`config.mk`:
```
export PLATFORM = sky130hd
export DESIGN_NAME = pipelined_cla_adder
export DESIGN_NICKNAME = d
export VERILOG_FILES = /design/src/rtl/cla_pkg.sv /design/src/rtl/cla_group.sv /design/src/rtl/pipelined_cla_adder.sv
export SDC_FILE = /design/constraint.sdc
export NUM_CORES = 1
export LEC_CHECK = 0
export ABC_CLOCK_PERIOD_IN_PS = 2000
export BUFFER_PORTS_ARGS = -buffer_cell sky130_fd_sc_hd__buf_2
export CORE_UTILIZATION = 49
export DETAILED_ROUTE_END_ITERATION = 12
export PLACE_DENSITY = 0.76
export SYNTH_ARGS = -nofsm -noshare
export SYNTH_HDL_FRONTEND = slang
export SYNTH_SLANG_ARGS = --single-unit
```
`constraint.sdc`:
```
create_clock -name clk -period 2 [get_ports clk]
set_input_delay 0.2 -clock clk [delete_from_list [all_inputs] [get_ports clk]]
set_output_delay 0.2 -clock clk [all_outputs]
set_load 0.05 [all_outputs]
```
`src/rtl/cla_pkg.sv`:
```
// Shared defaults and parameter helpers for the pipelined carry-lookahead adder.
package cla_pkg;

    localparam int unsigned DEF_WIDTH  = 16;
    localparam int unsigned DEF_GROUP  = 4;
    localparam int unsigned DEF_STAGES = 2;

    // Groups handled by each pipeline stage; zero for degenerate configurations.
    function automatic int unsigned groups_per_stage(
        input int unsigned width,
        input int unsigned group,
        input int unsigned stages
    );
        if (group == 0 || stages == 0) begin
            return 0;
        end
        return (width / group) / stages;
    endfunction

    function automatic bit cfg_legal(
        input int unsigned width,
        input int unsigned group,
        input int unsigned stages
    );
        if (width == 0 || group == 0 || stages == 0) begin
            return 1'b0;
        end
        return ((width % group) == 0) && (((width / group) % stages) == 0);
    endfunction

endpackage

```
`src/rtl/cla_group.sv`:
```
// GROUP-bit combinational carry-lookahead block with carry-in, group generate and propagate.
module cla_group #(
    parameter int unsigned GROUP = 4
) (
    input  logic [GROUP-1:0] a,
    input  logic [GROUP-1:0] b,
    input  logic             cin,
    output logic [GROUP-1:0] sum,
    output logic             g,
    output logic             p
);

    logic [GROUP-1:0] bit_g;
    logic [GROUP-1:0] bit_p;
    logic [GROUP-1:0] pre_g;
    logic [GROUP-1:0] pre_p;
    logic [GROUP-1:0] carry;

    // Prefix generate/propagate over bits [0..i]; kept free of cin so group G/P never waits on it.
    always_comb begin
        bit_g    = a & b;
        bit_p    = a ^ b;
        pre_g    = '0;
        pre_p    = '0;
        pre_g[0] = bit_g[0];
        pre_p[0] = bit_p[0];
        for (int i = 1; i < int'(GROUP); i++) begin
            pre_g[i] = bit_g[i] | (bit_p[i] & pre_g[i-1]);
            pre_p[i] = bit_p[i] & pre_p[i-1];
        end
    end

    // Every internal carry is a two-level function of the prefix terms and cin.
    always_comb begin
        carry    = '0;
        carry[0] = cin;
        for (int i = 1; i < int'(GROUP); i++) begin
            carry[i] = pre_g[i-1] | (pre_p[i-1] & cin);
        end
        sum = bit_p ^ carry;
    end

    assign g = pre_g[GROUP-1];
    assign p = pre_p[GROUP-1];

endmodule

```
`src/rtl/pipelined_cla_adder.sv`:
```
// Pipelined carry-lookahead adder/subtractor: LSB groups resolve first, one stage per cycle,
// with a registered inter-stage carry and valid/ready flow control on a global advance enable.
module pipelined_cla_adder
    import cla_pkg::*;
#(
    parameter int unsigned WIDTH  = DEF_WIDTH,
    parameter int unsigned GROUP  = DEF_GROUP,
    parameter int unsigned STAGES = DEF_STAGES
) (
    input  logic             clk,
    input  logic             rst_n,
    input  logic             in_valid,
    output logic             in_ready,
    input  logic [WIDTH-1:0] a,
    input  logic [WIDTH-1:0] b,
    input  logic             cin,
    input  logic             sub,
    output logic             out_valid,
    input  logic             out_ready,
    output logic [WIDTH-1:0] sum,
    output logic             cout,
    output logic             ovf
);

    localparam int unsigned NGRP  = WIDTH / GROUP;
    localparam int unsigned GPS   = groups_per_stage(WIDTH, GROUP, STAGES);
    localparam int unsigned SBITS = GPS * GROUP;

    if (!cfg_legal(WIDTH, GROUP, STAGES)) begin : g_bad_cfg
        $fatal(1, "pipelined_cla_adder: WIDTH must be a multiple of GROUP and WIDTH/GROUP a multiple of STAGES");
    end

    logic             en;

    // Stage output registers; operand copies carry the bits later stages still need.
    logic             v_q   [STAGES];
    logic [WIDTH-1:0] a_q   [STAGES];
    logic [WIDTH-1:0] b_q   [STAGES];
    logic [WIDTH-1:0] s_q   [STAGES];
    logic             c_q   [STAGES];
    logic             o_q   [STAGES];

    // Stage inputs (b already conditioned for subtract) and stage results.
    logic             st_v    [STAGES];
    logic [WIDTH-1:0] st_a    [STAGES];
    logic [WIDTH-1:0] st_b    [STAGES];
    logic [WIDTH-1:0] st_s    [STAGES];
    logic             st_c    [STAGES];
    logic             st_cout [STAGES];
    logic             st_ovf  [STAGES];
    logic [WIDTH-1:0] nxt_s   [STAGES];

    logic [NGRP-1:0]  grp_g;
    logic [NGRP-1:0]  grp_p;
    logic [NGRP-1:0]  grp_cin;
    logic [WIDTH-1:0] grp_sum;
    logic             lk_g;
    logic             lk_p;

    assign en        = out_ready | ~v_q[STAGES-1];
    assign in_ready  = en;
    assign out_valid = v_q[STAGES-1];
    assign sum       = s_q[STAGES-1];
    assign cout      = c_q[STAGES-1];
    assign ovf       = o_q[STAGES-1];

    // Stage 0 works on the port operands; later stages on the previous stage's registers.
    always_comb begin
        st_v[0] = in_valid;
        st_a[0] = a;
        st_b[0] = sub ? ~b : b;
        st_c[0] = sub ? 1'b1 : cin;
        st_s[0] = '0;
        for (int s = 1; s < int'(STAGES); s++) begin
            st_v[s] = v_q[s-1];
            st_a[s] = a_q[s-1];
            st_b[s] = b_q[s-1];
            st_c[s] = c_q[s-1];
            st_s[s] = s_q[s-1];
        end
    end

    for (genvar k = 0; k < NGRP; k++) begin : g_grp
        localparam int unsigned STG = k / GPS;
        cla_group #(
            .GROUP (GROUP)
        ) u_grp (
            .a   (st_a[STG][k*GROUP +: GROUP]),
            .b   (st_b[STG][k*GROUP +: GROUP]),
            .cin (grp_cin[k]),
            .sum (grp_sum[k*GROUP +: GROUP]),
            .g   (grp_g[k]),
            .p   (grp_p[k])
        );
    end

    // Group-level lookahead: each group's carry-in from the prefix G/P of lower groups in its stage.
    always_comb begin
        grp_cin = '0;
        lk_g    = 1'b0;
        lk_p    = 1'b1;
        for (int s = 0; s < int'(STAGES); s++) begin
            lk_g = 1'b0;
            lk_p = 1'b1;
            for (int j = 0; j < int'(GPS); j++) begin
                grp_cin[s*GPS+j] = lk_g | (lk_p & st_c[s]);
                lk_g             = grp_g[s*GPS+j] | (grp_p[s*GPS+j] & lk_g);
                lk_p             = lk_p & grp_p[s*GPS+j];
            end
            st_cout[s] = lk_g | (lk_p & st_c[s]);
        end
    end

    // Merge this stage's sum slice; carry into the stage's top bit recovered as sum^a^b.
    always_comb begin
        for (int s = 0; s < int'(STAGES); s++) begin
            nxt_s[s]                     = st_s[s];
            nxt_s[s][s*SBITS +: SBITS]   = grp_sum[s*SBITS +: SBITS];
            st_ovf[s] = st_cout[s] ^ (grp_sum[(s+1)*SBITS-1]
                                      ^ st_a[s][(s+1)*SBITS-1]
                                      ^ st_b[s][(s+1)*SBITS-1]);
        end
    end

    for (genvar s = 0; s < STAGES; s++) begin : g_stage
        always_ff @(posedge clk or negedge rst_n) begin
            if (!rst_n) begin
                v_q[s] <= 1'b0;
                a_q[s] <= '0;
                b_q[s] <= '0;
                s_q[s] <= '0;
                c_q[s] <= 1'b0;
                o_q[s] <= 1'b0;
            end else if (en) begin
                v_q[s] <= st_v[s];
                a_q[s] <= st_a[s];
                b_q[s] <= st_b[s];
                s_q[s] <= nxt_s[s];
                c_q[s] <= st_cout[s];
                o_q[s] <= st_ovf[s];
            end
        end
    end

endmodule

```
Word level (Yosys, flattened, before mapping)
Cells that the tools add are included.
{ "op_classes": {"mux": 2, "bitwise": 92} }
{ "op_table": {"columns": ["op", "count"], "rows": [
  ["$and A1 B1 Y1", 44],
  ["$xor A4 B4 Y4", 8],
  ["$or A1 B1 Y1", 31],
  ["$and A4 B4 Y4", 4],
  ["$mux W16", 1],
  ["$not A16 Y16", 1],
  ["$xor A1 B1 Y1", 3],
  ["$mux W1", 1],
  ["$not A1 Y1", 1]
]} }
{ "word_totals": {"in_bits": 38, "ff_bits": 61, "output_inout_bits": 20} }

Depth between registers and ports, before layout
{ "depth": {"depth_word": 14, "depth_mapped": 12, "ltp_nobuf": 10} }

Modules after synthesis
From an unflattened synthesis, not the netlist that was laid out.
{ "unflattened": {"cells_unflattened": 300, "area_unflattened_um2": 2616.3} }
{ "by_module_without_submodules": {"columns": ["module", "cells_each", "instances", "area_per_inst_um2"], "rows": [
  ["pipelined_cla_adder", 208, 1, 1931.9],
  ["cla_group at g_grp[0].u_grp ...", 23, 3, 170.2],
  ["cla_group at g_grp[3].u_grp", 23, 1, 173.9]
]} }

Least setup slack after synthesis
Ideal clock, no wire load.
{ "synth_path": {"kind": "input port to flip-flop", "start": "input port sub", "end": "register s_q, in the netlist nxt_s[5]", "path_slack_ps": -514, "path_buffers": 2, "path_stages": 12, "arrival_time_ps": 2380, "path_cell_list": "buf_2 -> buf_2 -> xor2_1 -> ha_1 -> o21a_1 -> o21ai_1 -> nand2_1 -> a21o_1 -> a21o_1 -> fa_1 -> xnor2_1 -> o21ai_0"} }
{ "synth_via": {"elab_chain_cells": 12, "elab_cells_between_ends": 20, "cone_classes": "mux (2); bitwise (18)"} }
{ "synth_rtl": {"columns": ["element", "line", "text"], "rows": [
  ["start, declared", "pipelined_cla_adder.sv:17", "input logic sub,"],
  ["$mux W16", "pipelined_cla_adder.sv:71", "st_b[0] = sub ? ~b : b;"],
  ["$xor A4 B4 Y4 or $and A4 B4 Y4 (tied branches)", "cla_group.sv:22, cla_group.sv:21", null],
  ["$and A1 B1 Y1", "cla_group.sv:28", "pre_g[i] = bit_g[i] | (bit_p[i] & pre_g[i-1]);"],
  ["$or A1 B1 Y1", "cla_group.sv:28", null],
  ["$and A1 B1 Y1", "cla_group.sv:28", null],
  ["$or A1 B1 Y1", "cla_group.sv:28", null],
  ["$and A1 B1 Y1", "cla_group.sv:28", null],
  ["$or A1 B1 Y1", "cla_group.sv:28", null],
  ["$or A1 B1 Y1", "pipelined_cla_adder.sv:106", "grp_cin[s*GPS+j] = lk_g | (lk_p & st_c[s]);"],
  ["$and A1 B1 Y1", "cla_group.sv:38", "carry[i] = pre_g[i-1] | (pre_p[i-1] & cin);"],
  ["$or A1 B1 Y1", "cla_group.sv:38", null],
  ["$xor A4 B4 Y4 (*)", "cla_group.sv:40", "sum = bit_p ^ carry;"],
  ["end signal, assigned by index", "pipelined_cla_adder.sv:138", "s_q[s] <= nxt_s[s];"],
  ["end, declared", "pipelined_cla_adder.sv:39", "logic [WIDTH-1:0] s_q [STAGES];"]
]} }
Mark *: on every way between the ends. The rest lies on a longest branch, timed or not.
A chain may end at the register's enable or synchronous reset.

Worst setup path in the final report
{ "layout_path": {"start": "register a_q[28] (netlist bit)", "end": "register o_q, in the netlist ovf"} }
{ "layout_via": {"elab_chain_cells": 10, "elab_cells_between_ends": 22, "cone_classes": "bitwise (22)"} }
{ "layout_rtl": {"columns": ["element", "line", "text"], "rows": [
  ["start, declared", "pipelined_cla_adder.sv:37", "logic [WIDTH-1:0] a_q [STAGES];"],
  ["start signal, assigned by index", "pipelined_cla_adder.sv:136", "a_q[s] <= st_a[s];"],
  ["$and A4 B4 Y4", "cla_group.sv:21", "bit_g = a & b;"],
  ["$and A1 B1 Y1", "cla_group.sv:28", null],
  ["$or A1 B1 Y1", "cla_group.sv:28", null],
  ["$and A1 B1 Y1", "cla_group.sv:28", null],
  ["$or A1 B1 Y1", "cla_group.sv:28", null],
  ["$and A1 B1 Y1 or $or A1 B1 Y1 (tied branches)", "cla_group.sv:28, cla_group.sv:38", null],
  ["$or A1 B1 Y1 or $xor A4 B4 Y4 (tied branches)", "cla_group.sv:28, cla_group.sv:40", null],
  ["$or A1 B1 Y1 or $xor A1 B1 Y1 (tied branches)", "pipelined_cla_adder.sv:107, pipelined_cla_adder.sv:120", null],
  ["$or A1 B1 Y1 or $xor A1 B1 Y1 (tied branches)", "pipelined_cla_adder.sv:110, pipelined_cla_adder.sv:121", null],
  ["$xor A1 B1 Y1 (*)", "pipelined_cla_adder.sv:119", "st_ovf[s] = st_cout[s] ^ (grp_sum[(s+1)*SBITS-1]"],
  ["end signal, assigned by index", "pipelined_cla_adder.sv:140", "o_q[s] <= st_ovf[s];"],
  ["end, declared", "pipelined_cla_adder.sv:41", "logic o_q [STAGES];"]
]} }
Marked as above.

==> results.md <==
- Worst-case clock buffer depth: 2
- Mean instance size in the synthesized netlist: 9.43 sq um
- Global-route usage over all layers: 20.9%
- Area of the core region: 0.00485 sq mm
- Post-synth top area cell: sky130_fd_sc_hd__dfrtp_1
- Result of the run: finished, final reports clean
- Detail-routed net length per standard cell: 12.4 microns
- Worst EP arrival: 2120 ps
- Share of flip-flops with an asynchronous set or reset: 100%
- ANT nets after route: 0
- Flip-flop and latch count after synthesis: 45
- Synth warn: 0
- Max_slew headroom: 62.9%
- Maximum fanout count along the critical path: 4
- Leading post-synthesis cells by cell area: sky130_fd_sc_hd__dfrtp_1 45%, sky130_fd_sc_hd__nand2_1 10%, sky130_fd_sc_hd__ha_1 7.9%
- Final Hold Violating Endpoints: 0
- Synthesized netlist net count: 326
- Effective utilization at floorplan: 52.1%
- H-tree depth reported by CTS: 2
- Crit path required time: 2170 ps
- Number of DRC violations after detailed routing: 0
- Number of max-cap violations: 0
- Total standard cell area after synthesis: 0.00253 sq mm
- I/O pin count: 58
- Antenna diode instance count: 0
- Hold_ws: 91.7 ps
- Maximum number of pins on one net before global-route repair: 46
- Gate Count Post-Synth: 268
- Total iterations of the first detailed-routing run: 4
- Total Neg Setup Slack: 0 ps
- Primary FF master, synth: sky130_fd_sc_hd__dfrtp_1
- Chip Height: 73.8 microns
- RePlAce Congestion: 0.859
- Area of the die: 0.00545 sq mm
- Total congestion overflow after global routing: 0
- Share of cells above drive strength 1: 31.0%
- Number of DRC violations after detailed-routing iteration 0: 85
- TritonCTS clock tree: yes
- Clk Latency, worst-skew pair: 300 ps
- Worst path max stage delay: 390 ps
- Nets: 407
- Final max-slew violation count: 0
- Post-synth cell types: 39
- Share of the cycle needed by the critical path after routing: 97.5%
- Master cell of the clock root buffer: sky130_fd_sc_hd__clkbuf_8
- Peak supply drop: 0.000719 V
- Skew final: 9.32 ps
- Layout overhead on the synthesized area: 26.5%
- Nature of the critical path startpoint: register
- # port buffers: 57
- Die W: 73.8 microns
- Min Tclk post-route: 1950 ps
- Share of synthesized area occupied by flip-flops and latches: 44.6%
- Floorplan row count: 25
- CP max-delay cell: sky130_fd_sc_hd__dfrtp_1
- Post-detail-place hpwl: 3890 microns
- CTS Buf Count: 5
- First-pass GRT wire length: 8570 microns
- Highest clock frequency the design can meet: 0.513 GHz
- Critical Path Sink Type: register
- Vias: 2070
- Type of the tightest min-delay check: in -> reg
- Ordered cell list for the critical path: ha_1, o21a_1, o21ai_1, buf_4, a32oi_4, buf_4, a2111oi_4, nand3_1
- Worst Max-Slew Pin Slew: 557 ps
- Worst setup margin: 50.4 ps
- Number of sinks driven by the clock tree: 45
- Number of global-route vias before repair: 2027
- EDFF count, synth: 0
- Post-placement worst setup slack: -187 ps
- Crit path kind: reg -> reg
- Initial antenna violation count: 0
- Drt via density: 4.99
- Synth top area share: 44.6%
- Clk pin slew, worst setup/hold paths: 80 ps
- Pleak: 0.00161 uW
- Pwr per Cell Area: 1130 mW/mm^2
- Most Frequent Cell on Critical Path: sky130_fd_sc_hd__buf_4
- Endpoints failing setup: 0
- Aggregate routed wire length: 5160 microns
==> routing by layer <==
metal | GRT usage, % | wire length, microns | vias up
li1 | - | - | 1053
met5 | 0 | 0 | -
met2 | 33.8 | 2480 | 50
met3 | 4.66 | 197 | 4
met4 | 7.69 | 29 | 0
met1 | 27.4 | 2450 | 963
==> synthesized netlist by cell type, types with 2 or more instances <==
| cell | number |
|---|---|
| sky130_fd_sc_hd__inv_1 | 9 |
| sky130_fd_sc_hd__nor3_1 | 4 |
| sky130_fd_sc_hd__o21a_1 | 5 |
| sky130_fd_sc_hd__dfrtp_1 | 45 |
| sky130_fd_sc_hd__xnor2_1 | 12 |
| sky130_fd_sc_hd__ha_1 | 16 |
| sky130_fd_sc_hd__o21ai_0 | 14 |
| sky130_fd_sc_hd__clkbuf_1 | 4 |
| sky130_fd_sc_hd__buf_1 | 4 |
| sky130_fd_sc_hd__fa_1 | 4 |
| sky130_fd_sc_hd__o21ai_1 | 5 |
| sky130_fd_sc_hd__a21o_1 | 5 |
| sky130_fd_sc_hd__o31ai_1 | 2 |
| sky130_fd_sc_hd__buf_2 | 4 |
| sky130_fd_sc_hd__nand2_1 | 69 |
| sky130_fd_sc_hd__nand3_1 | 3 |
| sky130_fd_sc_hd__a21oi_1 | 15 |
| sky130_fd_sc_hd__nor2_1 | 12 |
| sky130_fd_sc_hd__xor2_1 | 15 |
| sky130_fd_sc_hd__nor2b_1 | 2 |
==> report_power, final <==
part           total [uW]  internal, uW  switching (uW)
logic                1760           624            1140
clock network         531           230             300
registers            1300          1170             138
total                3600          2020            1580
==> cell families after synthesis <==
logic type               after synthesis  share of synthesized area, %
AND/OR/NAND/NOR                      100                          17.7
adder cells (fa/ha/maj)               20                          11.1
buffers and inverters                 23                          3.61
AO/OA/AOI/OAI                         53                          13.7
XOR/XNOR                              27                          9.36
flip-flops                            45                          44.6
==> layout make-up <==
cell class / count / area, sq um
inverter: 11 / 41.3
sequential: 45 / 1130
timing repair buffer: 86 / 505
clock inverter: 1 / 5.00
tap: 67 / 83.8
multi-input combinational: 200 / 1370
fill: 416 / 1650
clock buffer: 5 / 68.8
==> critical path: cells and delay by family (launching register included) <==
kind	cells	cell delay (ps)
AO/OA/AOI/OAI	4	670
flip-flops	1	390
adder cells (fa/ha/maj)	1	310
AND/OR/NAND/NOR	1	110
buffers and inverters	2	330
==> layout by cell type (no fill, tap or decap), types with 2 or more instances in the layout <==
cell	n
sky130_fd_sc_hd__nor2b_2	2
sky130_fd_sc_hd__dfrtp_1	45
sky130_fd_sc_hd__o31ai_1	2
sky130_fd_sc_hd__o21a_1	5
sky130_fd_sc_hd__fa_1	3
sky130_fd_sc_hd__inv_1	9
sky130_fd_sc_hd__xnor2_1	12
sky130_fd_sc_hd__nor2_1	12
sky130_fd_sc_hd__buf_4	28
sky130_fd_sc_hd__nand2_1	68
sky130_fd_sc_hd__nor3_1	4
sky130_fd_sc_hd__buf_2	57
sky130_fd_sc_hd__o21ai_1	8
sky130_fd_sc_hd__a21o_1	5
sky130_fd_sc_hd__xor2_1	14
sky130_fd_sc_hd__nand3_1	3
sky130_fd_sc_hd__o21ai_0	11
sky130_fd_sc_hd__a21oi_1	14
sky130_fd_sc_hd__clkbuf_8	5
sky130_fd_sc_hd__ha_2	2
sky130_fd_sc_hd__ha_1	13
==> path summary, 6_finish.rpt <==
kind	to	cells past startpoint	start	slack (ps)
max reg2reg	ovf$_DFFE_PN0P_	8	a_q[28]$_DFFE_PN0P_	50
min	a_q[29]$_DFFE_PN0P_	3	a[13]	90
max in group asynchronous	a_q[31]$_DFFE_PN0P_	3	rst_n	1110
min reg2reg	sum[2]$_DFFE_PN0P_	2	sum[2]$_DFFE_PN0P_	470
max	ovf$_DFFE_PN0P_	8	a_q[28]$_DFFE_PN0P_	50
min in group asynchronous	sum[10]$_DFFE_PN0P_	3	rst_n	500
==> flip-flops by register name, summed over array words and instances, names as in the netlist <==
signal and flops:
out_valid 1, b_q 8, a_q 8, cout 1
st_v 1, ovf 1, c_q 1, sum 16
nxt_s 8
==> repair_timing <==
action	CTS	global route
setup buffers	1	3
pin swaps	1	5
hold buffers	1	0
endpoints found under the setup margin	1	5
endpoints found under the hold margin	35	0
resized for setup	1	7
==> metrics by stage <==
stage | power, uW | cell area, sq um | std cells | utilization, %
after floorplan | 2550 | 2570 | 268 | -
after global placement | 2970 | 3040 | 404 | 62.7
after detailed placement | 3020 | 3040 | 404 | 62.7
after CTS | 3570 | 3140 | 412 | 64.7
after global routing | 3840 | 3200 | 415 | 65.9
final | 3600 | 3200 | 415 | 65.9
Note: power is estimated with default switching activity, not from simulation.
